## config.mk

```make
export PLATFORM = sky130hd
export DESIGN_NAME = spi_display_window_streamer
export DESIGN_NICKNAME = d
export VERILOG_FILES = /design/src/rtl/display_pkg.sv /design/src/rtl/display_pixel_packer.sv /design/src/rtl/spi_display_window_streamer.sv
export SDC_FILE = /design/constraint.sdc
export NUM_CORES = 1
export LEC_CHECK = 0
export BUFFER_PORTS_ARGS = -buffer_cell sky130_fd_sc_hd__buf_2
export CAP_MARGIN = 10
export CORE_UTILIZATION = 40
export DETAILED_ROUTE_END_ITERATION = 6
export GPL_ROUTABILITY_DRIVEN = 1
export PLACE_DENSITY_LB_ADDON = 0.2
export SLEW_MARGIN = 20
export SYNTH_ARGS = -nofsm -noshare
export SYNTH_HDL_FRONTEND = slang
export SYNTH_HIERARCHICAL = 1
export SYNTH_SLANG_ARGS = --single-unit
```

## constraint.sdc

```tcl
create_clock -name clk -period 7.25 [get_ports clk]
set_input_delay 0.3625 -clock clk [delete_from_list [all_inputs] [get_ports clk]]
set_output_delay 0.3625 -clock clk [all_outputs]
set_load 0.1 [all_outputs]
```

## src/rtl/display_pkg.sv

```systemverilog
// Shared constants and types for the ILI9341 window streamer.
package display_pkg;

    localparam logic [7:0] CMD_CASET = 8'h2A;
    localparam logic [7:0] CMD_RASET = 8'h2B;
    localparam logic [7:0] CMD_RAMWR = 8'h2C;

    typedef enum logic {PIX_RGB565 = 1'b0, PIX_RGB666 = 1'b1} pixel_mode_t;

    typedef enum logic [2:0] {
        ST_IDLE,
        ST_CASET_CMD,
        ST_CASET_ARG,
        ST_RASET_CMD,
        ST_RASET_ARG,
        ST_RAMWR_CMD,
        ST_PIXELS
    } stream_state_t;

    // Byte idx of the 4-byte {lo, hi} address argument, MSB first.
    function automatic logic [7:0] arg_byte(input logic [15:0] lo, input logic [15:0] hi,
                                            input logic [1:0] idx);
        case (idx)
            2'd0:    arg_byte = lo[15:8];
            2'd1:    arg_byte = lo[7:0];
            2'd2:    arg_byte = hi[15:8];
            default: arg_byte = hi[7:0];
        endcase
    endfunction

endpackage

```

## src/rtl/display_pixel_packer.sv

```systemverilog
// One-pixel holding register that serialises RGB888 into RGB565/RGB666 bytes.
module display_pixel_packer
    import display_pkg::*;
(
    input  logic        clk,
    input  logic        rstb,
    input  pixel_mode_t mode,
    input  logic        allow,
    input  logic        final_px,
    input  logic        take,
    input  logic [23:0] px_data,
    input  logic        px_valid,
    output logic        px_ready,
    output logic        has_byte,
    output logic [7:0]  pix_byte,
    output logic        last_byte
);

    // Only the colour bits either format can ever send are kept.
    logic [17:0] hold;
    logic        full;
    logic [1:0]  idx;
    logic        unused_bits;

    assign unused_bits = ^{px_data[17:16], px_data[9:8], px_data[1:0]};
    assign last_byte   = (mode == PIX_RGB666) ? (idx == 2'd2) : (idx == 2'd1);
    assign has_byte    = full;
    // Refill in the same cycle the last byte leaves, unless it was the window's final pixel.
    assign px_ready    = allow && (!full || (take && last_byte && !final_px));

    always_comb begin
        pix_byte = 8'h00;
        if (mode == PIX_RGB666) begin
            case (idx)
                2'd0:    pix_byte = {hold[17:12], 2'b00};
                2'd1:    pix_byte = {hold[11:6], 2'b00};
                default: pix_byte = {hold[5:0], 2'b00};
            endcase
        end else begin
            pix_byte = (idx == 2'd0) ? {hold[17:13], hold[11:9]} : {hold[8:6], hold[5:1]};
        end
    end

    always_ff @(posedge clk or negedge rstb) begin
        if (!rstb) begin
            hold <= '0;
            full <= 1'b0;
            idx  <= 2'd0;
        end else begin
            if (take) begin
                idx <= last_byte ? 2'd0 : idx + 2'd1;
                if (last_byte) full <= 1'b0;
            end
            if (px_valid && px_ready) begin
                hold <= {px_data[23:18], px_data[15:10], px_data[7:2]};
                full <= 1'b1;
                idx  <= 2'd0;
            end
        end
    end

endmodule

```

## src/rtl/spi_display_window_streamer.sv

```systemverilog
// Writes a rectangular window to an ILI9341: CASET/RASET/RAMWR then pixel bytes.
module spi_display_window_streamer
    import display_pkg::*;
#(
    parameter int DISPLAY_WIDTH  = 240,
    parameter int DISPLAY_HEIGHT = 320,
    parameter int CW             = 16
) (
    input  logic          clk,
    input  logic          rstb,
    input  logic          ena,
    input  logic          start,
    input  logic [CW-1:0] x0,
    input  logic [CW-1:0] x1,
    input  logic [CW-1:0] y0,
    input  logic [CW-1:0] y1,
    input  logic          pixel_mode,
    input  logic [23:0]   px_data,
    input  logic          px_valid,
    output logic          px_ready,
    output logic [7:0]    tx_data,
    output logic          tx_valid,
    input  logic          tx_ready,
    output logic          data_commandb,
    output logic          busy,
    output logic          hsync,
    output logic          vsync,
    output logic          err_window
);

    localparam logic [CW-1:0] X_MAX = CW'(DISPLAY_WIDTH - 1);
    localparam logic [CW-1:0] Y_MAX = CW'(DISPLAY_HEIGHT - 1);

    stream_state_t state, state_nx;
    pixel_mode_t   mode_q;
    logic [CW-1:0] x0_q, x1_q, y0_q, y1_q, w_span, h_span, col, row;
    logic [1:0]    arg_idx;
    logic          done, tx_eol, tx_eof;
    logic          legal, take_start, can_load, src_avail, launch, accept;
    logic          row_end, win_end, in_pix;
    logic [7:0]    src_byte;
    logic          src_dc;
    logic          pk_has, pk_last;
    logic [7:0]    pk_byte;

    assign legal      = (x0 <= x1) && (x1 <= X_MAX) && (y0 <= y1) && (y1 <= Y_MAX);
    // A start landing on the vsync cycle belongs to the window that is just closing.
    assign take_start = (state == ST_IDLE) && start && !vsync;
    assign accept     = tx_valid && tx_ready;
    assign can_load   = !tx_valid || tx_ready;
    assign launch     = ena && can_load && src_avail;
    assign in_pix     = (state == ST_PIXELS);
    assign row_end    = (col == w_span);
    assign win_end    = row_end && (row == h_span);
    assign busy       = (state != ST_IDLE);

    display_pixel_packer u_packer (
        .clk      (clk),
        .rstb     (rstb),
        .mode     (mode_q),
        .allow    (in_pix && !done),
        .final_px (win_end),
        .take     (launch && in_pix),
        .px_data  (px_data),
        .px_valid (px_valid),
        .px_ready (px_ready),
        .has_byte (pk_has),
        .pix_byte (pk_byte),
        .last_byte(pk_last)
    );

    always_comb begin
        src_avail = 1'b1;
        src_byte  = 8'h00;
        src_dc    = 1'b1;
        case (state)
            ST_CASET_CMD: begin src_byte = CMD_CASET; src_dc = 1'b0; end
            ST_CASET_ARG: src_byte = arg_byte(16'(x0_q), 16'(x1_q), arg_idx);
            ST_RASET_CMD: begin src_byte = CMD_RASET; src_dc = 1'b0; end
            ST_RASET_ARG: src_byte = arg_byte(16'(y0_q), 16'(y1_q), arg_idx);
            ST_RAMWR_CMD: begin src_byte = CMD_RAMWR; src_dc = 1'b0; end
            ST_PIXELS:    begin src_avail = pk_has && !done; src_byte = pk_byte; end
            default:      src_avail = 1'b0;
        endcase
    end

    always_comb begin
        state_nx = state;
        case (state)
            ST_IDLE:      if (take_start && legal) state_nx = ST_CASET_CMD;
            ST_CASET_CMD: if (launch) state_nx = ST_CASET_ARG;
            ST_CASET_ARG: if (launch && arg_idx == 2'd3) state_nx = ST_RASET_CMD;
            ST_RASET_CMD: if (launch) state_nx = ST_RASET_ARG;
            ST_RASET_ARG: if (launch && arg_idx == 2'd3) state_nx = ST_RAMWR_CMD;
            ST_RAMWR_CMD: if (launch) state_nx = ST_PIXELS;
            ST_PIXELS:    if (accept && tx_eof) state_nx = ST_IDLE;
            default:      state_nx = ST_IDLE;
        endcase
    end

    always_ff @(posedge clk or negedge rstb) begin
        if (!rstb) state <= ST_IDLE;
        else       state <= state_nx;
    end

    always_ff @(posedge clk or negedge rstb) begin
        if (!rstb) begin
            mode_q        <= PIX_RGB565;
            x0_q          <= '0;
            x1_q          <= '0;
            y0_q          <= '0;
            y1_q          <= '0;
            w_span        <= '0;
            h_span        <= '0;
            col           <= '0;
            row           <= '0;
            arg_idx       <= 2'd0;
            done          <= 1'b0;
            tx_valid      <= 1'b0;
            tx_data       <= 8'h00;
            data_commandb <= 1'b1;
            tx_eol        <= 1'b0;
            tx_eof        <= 1'b0;
            hsync         <= 1'b0;
            vsync         <= 1'b0;
            err_window    <= 1'b0;
        end else begin
            hsync      <= 1'b0;
            vsync      <= 1'b0;
            err_window <= 1'b0;
            if (take_start) begin
                if (legal) begin
                    x0_q    <= x0;
                    x1_q    <= x1;
                    y0_q    <= y0;
                    y1_q    <= y1;
                    w_span  <= x1 - x0;
                    h_span  <= y1 - y0;
                    mode_q  <= pixel_mode_t'(pixel_mode);
                    arg_idx <= 2'd0;
                end else begin
                    err_window <= 1'b1;
                end
            end
            // Row/window ends travel with the byte so the pulses follow its acceptance.
            if (accept) begin
                tx_valid <= 1'b0;
                hsync    <= tx_eol;
                vsync    <= tx_eof;
            end
            if (launch) begin
                tx_valid      <= 1'b1;
                tx_data       <= src_byte;
                data_commandb <= src_dc;
                tx_eol        <= in_pix && pk_last && row_end;
                tx_eof        <= in_pix && pk_last && win_end;
                if (state == ST_CASET_ARG || state == ST_RASET_ARG) arg_idx <= arg_idx + 2'd1;
                if (state == ST_RAMWR_CMD) begin
                    col  <= '0;
                    row  <= '0;
                    done <= 1'b0;
                end
                if (in_pix && pk_last) begin
                    if (win_end) done <= 1'b1;
                    else if (row_end) begin
                        col <= '0;
                        row <= row + CW'(1);
                    end else begin
                        col <= col + CW'(1);
                    end
                end
            end
        end
    end

endmodule

```

==> reports/metrics.yaml, run 1 <==
syn_inst: 1002
clock_sinks: 171
critPathLaunchType: "register"
start_util_pct: 40.84
vias: 7904
syn_area_um2: 10310
synth_adder_area_share_pct: 5.483
synth-xor-area-share_pct: 4.246
hold_viol_final: 0
clk_pin_slew_ns: 0.06
grt_max_degree: 103
htreeDepth: 4
synth-seq-cells: 171
power.total_mw: 2.118
synth_edf_count: 0
nNetsFinal: 1223
finalMaxSlewViolations: 0
io_buffers: 103
drv_cap: 0
clock_latency_ns: 0.43
end_kind: "output pin"
num_rows: 58
n_antenna_cell: 0
dieHeight_um: 162.6
worst_hold_slack_ns: 0.03992
drc: 0
coreArea_um2: 25250
crit_arrival_ns: 2.89
ys_warn_count: 6
finalClockSkew_ns: 0.01063
grt.total_usage_pct: 20.16
cts_tree: "built"
ant_nets: 0
use_met1_pct: 29.71
dp_hpwl_mm: 19.18
slew_headroom_pct: 35.29
cp.required_ns: 6.89
ioPinCount: 110
vias_per_cell: 5.539
use_met3_pct: 3.616
synth_compound_gate_area_share_pct: 17.01
avgSynthCellArea_um2: 10.29
ctsLongestPathBuffers: 2
fmax_mhz: 307.9
status: "finished, final reports clean"
ys_top_cells_by_area: "dfrtp_1, mux2_1, ha_1, inv_1, xnor2_1"
area_growth_pct: 12.28
critPathKind: "register to output pin"
antenna_found_initial: 0
gr-total-overflow: 0
die_w_um: 162.6
cts_root_buf: "clkbuf_16"
met2_usage_pct: 30.57
ys_types: 79
cts_made_buffers: 17
worstMarginPinSlew_ns: 0.9707
cts_hold_buffers: 0
synth_top_family_by_area: "compound AO/OA/AOI/OAI gates"
rsz0062_at_grt: "no"
globalplace.congestion: 0.8491
cts_resized: 0
first_pass_iters: 6
leakagePower_nw: 5.607
period_share_pct: 44.80
die-area_um2: 26430
fin_crit_ns: 3.248
top_usage_layer: "met2"
fin_area_um2: 11580
crit_fanout: 10
layout-drive-gt1-share_pct: 15.77
slowest_stage: "nor4_4"
synth_top_flop_cell: "dfrtp_1"
min_path_type: "primary input to asynchronous set/reset pin"
first_iter_violations: 514
syn-num-nets: 1141
synth_top_area_cell: "dfrtp_1"
setup_viol: 0
power_density_nw_per_um2: 182.9
synthArstFlopShare_pct: 100.0
ys_seq_area_share_pct: 41.50
synthMuxAreaShare_pct: 12.31
dpl_cell_area_um2: 10990
cp_cell_sequence: "xnor2_1 -> nand4_1 -> nor4_4 -> nor2b_1 -> nand3b_1 -> a21boi_0 -> buf_2"
grt_pass1_wl_mm: 41.41
grt_pass1_vias: 7549
wirelength_mm: 25.82
synth_top_area_share_pct: 41.25
synth_simple_gate_area_share_pct: 14.01
postCtsSetupBuffers: 0
worst_ir_drop_vdd_mv: 0.1488
setup-tns-final_ns: 0
wl_per_cell_um: 18.09
critical-path-max-stage-delay_ns: 0.63
==> registers in the layout, summed over array words and instances (netlist names), 2 cells and up <==
name and count:
state 3, y1_q 16, col 16, x0_q 16, y0_q 16, u_packer/hold 18, row 16, x1_q 16
u_packer/idx 2, arg_idx 2, tx_data 8, h_span 16, w_span 16
==> logic make-up (layout without fill, tap and decap cells) <==
family                     count (synthesis)  after routing
AOI/OAI and AO/OA                        239            239
adders and majority gates                 44             44
muxes                                    110            110
and+or+nand+nor                          276            276
buffers and inverters                    112            207
xor gates and xnor gates                  50             50
DFF                                      171            171
==> final cells by class <==
class / count / area (µm²)
flip-flops and latches: 171 / 4280
clock inverters: 14 / 163.9
fillers: 2428 / 13670
clock buffers: 18 / 429.2
repair buffers: 109 / 566.8
well taps: 330 / 412.9
inverters: 66 / 247.7
multi-input cells: 719 / 5479
==> critical path: cells and delay by family (launching register included) <==
family	cells	cell delay, ns
flops	1	0.48
compound gates	1	0.09
buf+inv	1	0.32
simple gates	4	1.36
xor+xnor	1	0.21
==> layout by cell type (no fill, tap or decap), types with 17 or more instances in the layout <==
master / netlist / routed
xnor2_1: 26 / 26
ha_1: 42 / 42
and3_1: 19 / 19
buf_2: 3 / 102
inv_1: 66 / 66
a21oi_1: 45 / 45
mux2_1: 76 / 76
o21ai_0: 39 / 39
nand2_1: 57 / 57
nor2_1: 57 / 57
nor2b_1: 24 / 24
nor3_1: 19 / 19
xor2_1: 24 / 24
dfrtp_1: 170 / 170
clkbuf_16: 0 / 17
nand3_1: 25 / 25
==> report_power, final <==
part,total (mW),leakage (nW),switching [mW],internal (mW)
registers,0.954,2.28,0.000126,0.954
logic,0.237,3.04,0.146,0.0901
clock network,0.928,0.280,0.411,0.517
total,2.12,5.61,0.558,1.56
==> synthesized netlist by cell type, types with 25 or more instances <==
| master | count |
|---|---|
| nor2_1 | 57 |
| clkbuf_1 | 28 |
| nand3_1 | 25 |
| mux2_1 | 76 |
| o21ai_0 | 39 |
| nand2_1 | 57 |
| ha_1 | 42 |
| dfrtp_1 | 170 |
| inv_1 | 66 |
| a21oi_1 | 45 |
| xnor2_1 | 26 |
==> routing by layer <==
metal / vias up / wire (µm)
met3: 16 / 1054
met2: 172 / 11470
li1: 3861 / -
met1: 3855 / 13020
met4: 0 / 280
met5: - / 0
==> worst paths after layout <==
kind                          start           endpoint  slack (ns)  cells after the start
min reg2reg                 y1_q[7]            y1_q[7]        0.49                      1
max                          col[5]           px_ready        4.00                      7
min                            rstb  u_packer/hold[17]        0.04                      1
max in group asynchronous      rstb             row[2]        5.67                      2
min in group clk              x0[8]            x0_q[8]        0.16                      2
max reg2reg                state[0]            y1_q[1]        4.01                      5
==> per-stage QoR <==
| stage | utilization (%) | worst slack [ns] | std cells |
|---|---|---|---|
| final | 45.85 | 4.002 | 1427 |
| after detailed placement | 43.50 | 3.664 | 1395 |
| after global placement | 43.50 | 3.689 | 1395 |
| after floorplan | - | 2.340 | 1002 |
| after global routing | 45.85 | 3.744 | 1427 |
| after CTS | 45.85 | 3.958 | 1427 |
Power figures use the tool's default switching activity.
==> inputs of run 2 (changes only) <==
==> constraint.sdc (replaced) <==
create_clock -name clk -period 2.7 [get_ports clk]
set_input_delay 0.135 -clock clk [delete_from_list [all_inputs] [get_ports clk]]
set_output_delay 0.135 -clock clk [all_outputs]
set_load 0.1 [all_outputs]
==> run 2 against run 1 <==
- sequential share of layout area down 4.2 points
- routed wire length up 8.6%
- critical path type is now primary input to register
- global-route usage up 0.96 points
- cell area up 13%
- utilization up 5.9 points
- clock-buffer cell count unchanged
==> reports/metrics.yaml, run 2 (synthesis gave the netlist of run 1 again) <==
globalplace.congestion: 0.8358  # -1.6%
ant_nets: 0  # unchanged
fmax_mhz: 384.9
status: "finished, final reports clean"
n_antenna_cell: 0  # unchanged
first_iter_violations: 573  # +11%
clock_sinks: 171  # unchanged
crit_arrival_ns: 2.92  # +0.03 ns
critPathKind: "primary input to register"
clock_latency_ns: 0.44  # about the same
regMostFlops: "u_packer/hold"
vias_per_cell: 5.453  # -1.6%
layout_common_cells: "dfrtp_1, buf_2, mux2_1"
coreArea_um2: 25250  # unchanged
cp.required_ns: 3.02  # -3.87 ns
hold_start: "x0[1]"
slowest_stage: "dlygate4sd3_1"
power_frac_comb_pct: 13.6  # +2.4 points
cts_tree: "built"
grt_max_degree: 78  # -24%
min_path_type: "primary input to register"
drc: 0  # unchanged
setup-tns-final_ns: 0  # unchanged
worstMarginPinSlew_ns: 0.7295  # -0.2412 ns
power_switching_mw: 1.620  # +190%
holdPathStages: 2
io_buffers: 103  # unchanged
dpl_cell_area_um2: 11480  # +4.5%
nFillCells: 2347  # -3.3%
min_to: "x0_q[1]"
nNetsFinal: 1354  # +11%
rr_endpoint: "x1_q[6]"
r2r-start: "state[0]"
clk_pin_slew_ns: 0.07  # about the same
antenna_found_initial: 0  # unchanged
largest_register_ffs: 18  # unchanged
drv_cap: 0  # unchanged
power_density_nw_per_um2: 443.6  # +140%
fin_crit_ns: 2.598
layout-drive-gt1-share_pct: 21.17  # +5.4 points
finalClockSkew_ns: 0.01326  # +0.002631 ns
layout_commonest_cell: "dfrtp_1"
area_growth_pct: 26.70
fin_area_um2: 13070  # +13%
ctsLongestPathBuffers: 2  # unchanged
end_kind: "register"
cp_cell_sequence: "dlygate4sd3_1 -> buf_2 -> inv_1 -> ha_1 -> a21oi_1 -> o31a_1 -> a21oi_2 -> o21ai_2 -> a2111oi_4 -> buf_6 -> clkbuf_16 -> mux2_1"
power.internal_mw: 4.177  # +170%
cts_made_buffers: 17  # unchanged
fin_util_pct: 51.74  # +5.9 points
hold_viol_final: 0  # unchanged
cts_root_buf: "clkbuf_16"
first_pass_iters: 5  # -1
setup_viol: 0  # unchanged
power_frac_clock_pct: 42.3  # -1.5 points
multi_input_area_um2: 5614  # +2.5%
seqPwrFrac_pct: 44.2  # -0.8 points
slew_headroom_pct: 51.10  # +16 points
dieHeight_um: 162.6  # unchanged
dp_hpwl_mm: 20.06  # +4.6%
leakagePower_nw: 6.296  # +12%
die-area_um2: 26430  # unchanged
grt.total_usage_pct: 21.12  # +0.96 points
seqCellArea_um2: 4282  # about the same
start_util_pct: 40.84  # unchanged
reg2regPathDepth: 6  # +1
swShare_pct: 27.95  # +1.6 points
die_w_um: 162.6  # unchanged
grt_pass1_wl_mm: 42.96  # +3.7%
finalMaxSlewViolations: 0  # unchanged
gr-total-overflow: 0  # unchanged
critPathLaunchType: "primary input"
power.total_mw: 5.797  # +170%
wl_per_cell_um: 18.00  # -0.54%
rrSetupSlack_ns: 0.19  # -3.82 ns
period_share_pct: 96.23
wirelength_mm: 28.04  # +8.6%
vias: 8495  # +7.5%
worst_ir_drop_vdd_mv: 0.3554  # +140%
grt_pass1_vias: 7978  # +5.7%
ioPinCount: 110  # unchanged
critical-path-max-stage-delay_ns: 0.53  # -0.10 ns
crit_fanout: 8  # -2
htreeDepth: 4  # unchanged
num_rows: 58  # unchanged
[run 2: changes by cell type in the layout (fill, tap and decap cells not counted), moves of 4 or more]
cell / change
buf_12: +7
clkbuf_16: +5
buf_4: +53
dlygate4sd3_1: +64
buf_2: -5
ha_4: +4
buf_6: +5
ha_1: -6
[run 2: critical path, delay by kind of cell]
| kind | cells | cell delay, ns |
|---|---|---|
| adder cells (fa/ha/maj) | 1 | 0.18 |
| AO/OA/AOI/OAI | 5 | 1.13 |
| buffers and inverters | 5 | 1.15 |
| multiplexers | 1 | 0.32 |
[run 2: routing by layer]
metal / vias up / wire, µm / GRT usage, %
li1: 4128 / - / -
met5: - / 0 / 0
met3: 22 / 959 / 3.794
met1: 4166 / 13740 / 29.83
met4: 0 / 273 / 4.715
met2: 179 / 13060 / 33.64
[run 2: power by group through the flow]
stage          Clock (mW)  Combinational [mW]  Sequential (mW)
6_report             2.45               0.787             2.56
5_1_grt              2.62               0.868             2.56
4_1_cts              2.50               0.756             2.56
3_5_place_dp            0               0.680             2.61
2_1_floorplan           0               0.367             2.62
3_3_place_gp            0               0.677             2.61
[run 2: worst max-delay path by stage]
stage                        start               end  slack [ns]
after global placement       y0[0]          x0_q[11]       -0.04
final                        y0[8]           x1_q[6]        0.10
after CTS                    x1[1]           x0_q[1]        0.02
after floorplan           state[0]  u_packer/hold[0]        0.02
after detailed placement     y1[0]           x0_q[9]       -0.08
after global routing         x1[1]           x1_q[0]       -0.01
[run 2: what timing repair did]
item | in CTS | in global routing
cloned | 0 | 6
gates resized for setup | 0 | 28
endpoints found under the hold margin | 235 | 1
endpoints found under the setup margin | 1 | 82
pin swaps | 1 | 8
hold buffers | 65 | 1
buffers inserted | 1 | 9
[run 2: cell type report]
| type | instances | share of cell area [%] |
|---|---|---|
| Multi-Input combinational cell | 719 | 42.96 |
| Tap cell | 330 | 3.160 |
| Clock buffer | 18 | 3.361 |
| Clock inverter | 14 | 1.111 |
| Timing Repair Buffer | 240 | 14.75 |
| Sequential cell | 171 | 32.77 |
| Inverter | 66 | 1.896 |
[run 2: stage by stage]
step / setup slack (ns) / instances / hold slack, ns
finish: 0.1018 / 1558 / 0.01826
global placement: -0.03691 / 1446 / 0.001456
floorplan: 0.02095 / 1002 / -0.1606
CTS: 0.02019 / 1544 / 0.001415
detailed placement: -0.07564 / 1446 / -0.002791
global route: -0.01136 / 1558 / 0.02338
